### src/rtl/ps2_frame_rx.sv
// PS/2 device-to-host frame receiver: pin sync, clock glitch filter, 11-bit deserialiser.
// Optional macro PS2_RX_BREAK_FILTER_EN drops break-code (F0 xx) key-release bytes.
module ps2_frame_rx #(
    parameter int FILTER_LEN     = 8,
    parameter int TIMEOUT_CYCLES = 200000
) (
    input  logic       clk,
    input  logic       reset,
    input  logic       PS2_clk,
    input  logic       PS2_dat,
    output logic [7:0] data,
    output logic       valid,
    output logic       err_parity,
    output logic       err_frame,
    output logic       busy
);

    localparam int FW = (FILTER_LEN > 1) ? $clog2(FILTER_LEN) : 1;
    localparam int TW = $clog2(TIMEOUT_CYCLES + 1);

    localparam logic [1:0] S_IDLE   = 2'd0;
    localparam logic [1:0] S_DATA   = 2'd1;
    localparam logic [1:0] S_PARITY = 2'd2;
    localparam logic [1:0] S_STOP   = 2'd3;

    logic          clk_s1, clk_s2, dat_s1, dat_s2;
    logic          filt_lvl, filt_lvl_d;
    logic [FW-1:0] filt_cnt;
    logic          fall;
    logic [TW-1:0] to_cnt;
    logic          timeout;
    logic [1:0]    state;
    logic [2:0]    bit_cnt;
    logic [7:0]    shreg;
    logic          par_bit;
    logic          parity_ok;
    logic          stop_ok;

    always_ff @(posedge clk or posedge reset) begin
        if (reset) begin
            clk_s1 <= 1'b1;
            clk_s2 <= 1'b1;
            dat_s1 <= 1'b1;
            dat_s2 <= 1'b1;
        end else begin
            clk_s1 <= PS2_clk;
            clk_s2 <= clk_s1;
            dat_s1 <= PS2_dat;
            dat_s2 <= dat_s1;
        end
    end

    // Filtered clock only moves after FILTER_LEN consecutive disagreeing samples.
    always_ff @(posedge clk or posedge reset) begin
        if (reset) begin
            filt_lvl   <= 1'b1;
            filt_lvl_d <= 1'b1;
            filt_cnt   <= '0;
        end else begin
            filt_lvl_d <= filt_lvl;
            if (clk_s2 == filt_lvl) begin
                filt_cnt <= '0;
            end else if (filt_cnt == FW'(FILTER_LEN - 1)) begin
                filt_lvl <= clk_s2;
                filt_cnt <= '0;
            end else begin
                filt_cnt <= filt_cnt + 1'b1;
            end
        end
    end

    assign fall = filt_lvl_d & ~filt_lvl;

    always_ff @(posedge clk or posedge reset) begin
        if (reset) begin
            to_cnt <= '0;
        end else if (fall || state == S_IDLE) begin
            to_cnt <= '0;
        end else if (to_cnt != TW'(TIMEOUT_CYCLES)) begin
            to_cnt <= to_cnt + 1'b1;
        end
    end

    // Fires on the cycle the counter would reach TIMEOUT_CYCLES; error is visible the next cycle.
    assign timeout   = (state != S_IDLE) && !fall && (to_cnt == TW'(TIMEOUT_CYCLES - 1));
    assign parity_ok = ^{shreg, par_bit};
    assign stop_ok   = dat_s2;
    assign busy      = (state != S_IDLE);

`ifdef PS2_RX_BREAK_FILTER_EN
    logic break_pending;
`endif

    always_ff @(posedge clk or posedge reset) begin
        if (reset) begin
            state      <= S_IDLE;
            bit_cnt    <= '0;
            shreg      <= '0;
            par_bit    <= 1'b0;
            data       <= 8'h00;
            valid      <= 1'b0;
            err_parity <= 1'b0;
            err_frame  <= 1'b0;
`ifdef PS2_RX_BREAK_FILTER_EN
            break_pending <= 1'b0;
`endif
        end else begin
            valid      <= 1'b0;
            err_parity <= 1'b0;
            err_frame  <= 1'b0;
            if (fall) begin
                case (state)
                    S_IDLE: begin
                        if (!dat_s2) begin
                            state   <= S_DATA;
                            bit_cnt <= '0;
                        end
                    end
                    S_DATA: begin
                        shreg[bit_cnt] <= dat_s2;
                        if (bit_cnt == 3'd7) state <= S_PARITY;
                        else bit_cnt <= bit_cnt + 1'b1;
                    end
                    S_PARITY: begin
                        par_bit <= dat_s2;
                        state   <= S_STOP;
                    end
                    default: begin
                        state <= S_IDLE;
                        if (!stop_ok || !parity_ok) begin
                            err_frame  <= !stop_ok;
                            err_parity <= !parity_ok;
`ifdef PS2_RX_BREAK_FILTER_EN
                            break_pending <= 1'b0;
`endif
                        end else begin
`ifdef PS2_RX_BREAK_FILTER_EN
                            // F0 arms the filter; the byte after it is the released key.
                            if (break_pending) begin
                                break_pending <= 1'b0;
                            end else if (shreg == 8'hF0) begin
                                break_pending <= 1'b1;
                            end else begin
                                data  <= shreg;
                                valid <= 1'b1;
                            end
`else
                            data  <= shreg;
                            valid <= 1'b1;
`endif
                        end
                    end
                endcase
            end else if (timeout) begin
                state     <= S_IDLE;
                err_frame <= 1'b1;
`ifdef PS2_RX_BREAK_FILTER_EN
                break_pending <= 1'b0;
`endif
            end
        end
    end

endmodule

### config.mk
export PLATFORM = sky130hd
export DESIGN_NAME = ps2_frame_rx
export DESIGN_NICKNAME = d
export VERILOG_FILES = /design/src/rtl/ps2_frame_rx.sv
export SDC_FILE = /design/constraint.sdc
export NUM_CORES = 1
export LEC_CHECK = 0
export BUFFER_PORTS_ARGS = -buffer_cell sky130_fd_sc_hd__buf_2
export CELL_PAD_IN_SITES_DETAIL_PLACEMENT = 0
export CELL_PAD_IN_SITES_GLOBAL_PLACEMENT = 1
export CORE_ASPECT_RATIO = 1.75
export CORE_UTILIZATION = 50
export CTS_BUF_LIST = sky130_fd_sc_hd__clkbuf_2 sky130_fd_sc_hd__clkbuf_4 sky130_fd_sc_hd__clkbuf_8
export CTS_CLUSTER_SIZE = 8
export DETAILED_ROUTE_END_ITERATION = 16
export PLACE_DENSITY = 0.81
export SYNTH_ARGS = -nofsm -noshare
export SYNTH_HDL_FRONTEND = slang
export SYNTH_SLANG_ARGS = --single-unit
### constraint.sdc
create_clock -name clk -period 4.9 [get_ports clk]
set_input_delay 1.47 -clock clk [delete_from_list [all_inputs] [get_ports clk]]
set_output_delay 1.47 -clock clk [all_outputs]
set_load 0.01 [all_outputs]
==> out/summary.txt <==
status - complete, no violations
Post-synth EDFFs - 0
synthesis-to-layout area growth - 8.787%
fin nets - 254
critical path's largest stage delay - 0.42 ns
CTS Buf Count - 5
critical path launch point type - flop
Commonest cells post-synth - dfrtp_1, nor2_1, nand2_1, xnor2_1, inv_1
leak pwr - 1.239 nW
setup violators final - 0
Seq cells post-synth - 52
Worst-Skew Late Latency - 0.30 ns
sequential element share of the synthesized area - 0.5222
CTS Hold Bufs - 0
vias in the first global route - 1549
Hold WC Path Type - flop to flop
Hold Crit Depth - 0
full die area - 5310 um^2
area of the multi-input gates - 1127 um^2
post-CTS setup buffer count - 0
worst-path cell chain - inv_1 -> ha_1 -> inv_1 -> buf_2
routability cong. - 0.8085
worst setup path category - flop to output port
CP max-delay cell - dfrtp_1
Cell Rows - 33
Initial Util - 0.5278
# diodes - 0
DR pass1 iterations - 4
total power - 0.8566 mW
share of the synthesized area in the top cell type - 0.4593
initial antenna violation count - 0
slew of the pin with the lowest slew margin - 0.6516 ns
deepest clock path buffer count - 2
Tcrit/Tclk final - 0.5620
CP delay by family, top - flip-flops
die width - 55.52 um
root buffer cell - clkbuf_8
WP buf/inv - 3
I/O pins - 16
Sequential Area - 1309 um^2
top achievable clock speed - 0.3631 GHz
Crit. End Element - output port
post-cts sizing count - 0
Primary FF master, synth - dfrtp_1
Remaining Overflow, GRT - 0
synthesized cell area - 2506 um^2
MaxCap Viol Count - 0
min cycle time layout - 2.754 ns
post-synth top area cell - dfrtp_1
CTS clock-pin slew for the worst setup and hold paths - 0.09 ns
Syn Inst Count - 223
antenna-violating nets left - 0
post-route setup TNS - 0 ns
via count - 1557
Worst Path Arrival - 1.28 ns
final wirelength - 4178 um
initial DRC count - 20
Mean Syn Cell Area - 11.24 um^2
PwrDens - 314.2 nW/um^2
slew margin rel. - 0.5645
Top cell by count, worst path - inv_1
count leader, synth - dfrtp_1
routed len/inst - 14.26 um
die height - 95.66 um
global-route wire length before repair - 7058 um
I/O Buffers - 15
layout cells sized above 1 - 0.2158
GRT Total Usage - 0.1721
Yosys Warn Count - 0
Synth Net Count - 237
htree depth - 2
crit path max fanout - 5
final hold vios - 0
vias per cell - 5.314
RSZ-0062 raised after global routing - false
Synth async-reset ratio - 1.000
WP data required - 3.43 ns
fin area - 2726 um^2
Post-DP Area - 2629 um^2
worst clock skew - 0.008543 ns
pin count of the biggest net entering global routing - 34
fill count - 412
Levels on crit path - 4
maximum VDD drop - 0.0003072 V
Core Box Area - 4748 um^2
Unique masters post-synth - 37
Post-route DRC - 0
max-slew violations - 0
synth top area cells - dfrtp_1, dfstp_2, xnor2_1
Num Clock Sinks - 52
Core Util, Final - 0.5742
HPWL Detailed - 3045 um
clock tree from TritonCTS - built
depth of the most critical reg-to-reg path - 5
==> registers in the layout, summed over array words and instances (netlist names) <==
register,flops
dat_s1,1
err_parity,1
dat_s2,1
state,2
clk_s2,1
filt_lvl_d,1
clk_s1,1
valid,1
data,8
par_bit,1
err_frame,1
filt_cnt,3
filt_lvl,1
shreg,8
bit_cnt,3
to_cnt,18
==> cell families after synthesis <==
logic type      synth area share
simple gates              0.1802
flops                     0.5222
fa+ha+maj                0.04993
mux                      0.09536
buf+inv                  0.02796
compound gates           0.03445
xor+xnor                 0.08986
==> routing by layer <==
metal  track usage  wire (um)  vias to the layer above
li1              -          -                      779
met3       0.03256         73                        7
met5             0          0                        -
met2        0.3353       2320                       17
met4       0.06667         82                        0
met1        0.1790       1702                      754
==> area by class of cell <==
cell class	instances	area share
Sequential cell	52	0.4800
Inverter	12	0.01652
Clock buffer	6	0.03029
Tap cell	52	0.02386
Timing Repair Buffer	16	0.03029
Clock inverter	2	0.005507
Multi-Input combinational cell	153	0.4135
==> where the power goes <==
part | leakage, nW | switching (mW) | internal [mW]
sequential | 0.703 | 0.0193 | 0.460
combinational | 0.493 | 0.0777 | 0.0465
clock | 0.0434 | 0.138 | 0.114
==> worst paths after layout <==
kind / end / slack [ns] / from
min reg2reg: dat_s2$_DFF_PP1_ / 0.36 / dat_s1$_DFF_PP1_
max reg2reg: data[6]$_DFFE_PP0P_ / 2.83 / shreg[2]$_DFFE_PP0P_
min: dat_s2$_DFF_PP1_ / 0.36 / dat_s1$_DFF_PP1_
min in group asynchronous: filt_cnt[1]$_DFF_PP0_ / 1.14 / reset
max: busy / 2.15 / state[0]$_DFFE_PP0P_
max in group asynchronous: clk_s2$_DFF_PP1_ / 2.95 / reset
==> placed cells by master (no fill, tap or decap), drive strengths merged, types with 5 or more instances in the layout <==
cell type / instances
nand3: 8
nor2: 22
nor2b: 5
xnor2: 17
buf: 16
xor2: 6
inv: 12
mux2: 18
ha: 10
nand2: 17
dfrtp: 46
nor3: 10
o21ai: 5
dfstp: 6
clkbuf: 6
==> per-stage QoR <==
| step | hold slack, ns | worst slack (ns) | std cells |
|---|---|---|---|
| 2_1_floorplan | 0.3452 | 2.182 | 223 |
| 3_3_place_gp | 0.3460 | 2.517 | 285 |
| 3_5_place_dp | 0.3472 | 2.472 | 285 |
| 4_1_cts | 0.3640 | 2.128 | 293 |
| 5_1_grt | 0.3653 | 2.046 | 293 |
| 6_report | 0.3641 | 2.146 | 293 |
(Power assumes the default switching activity.)
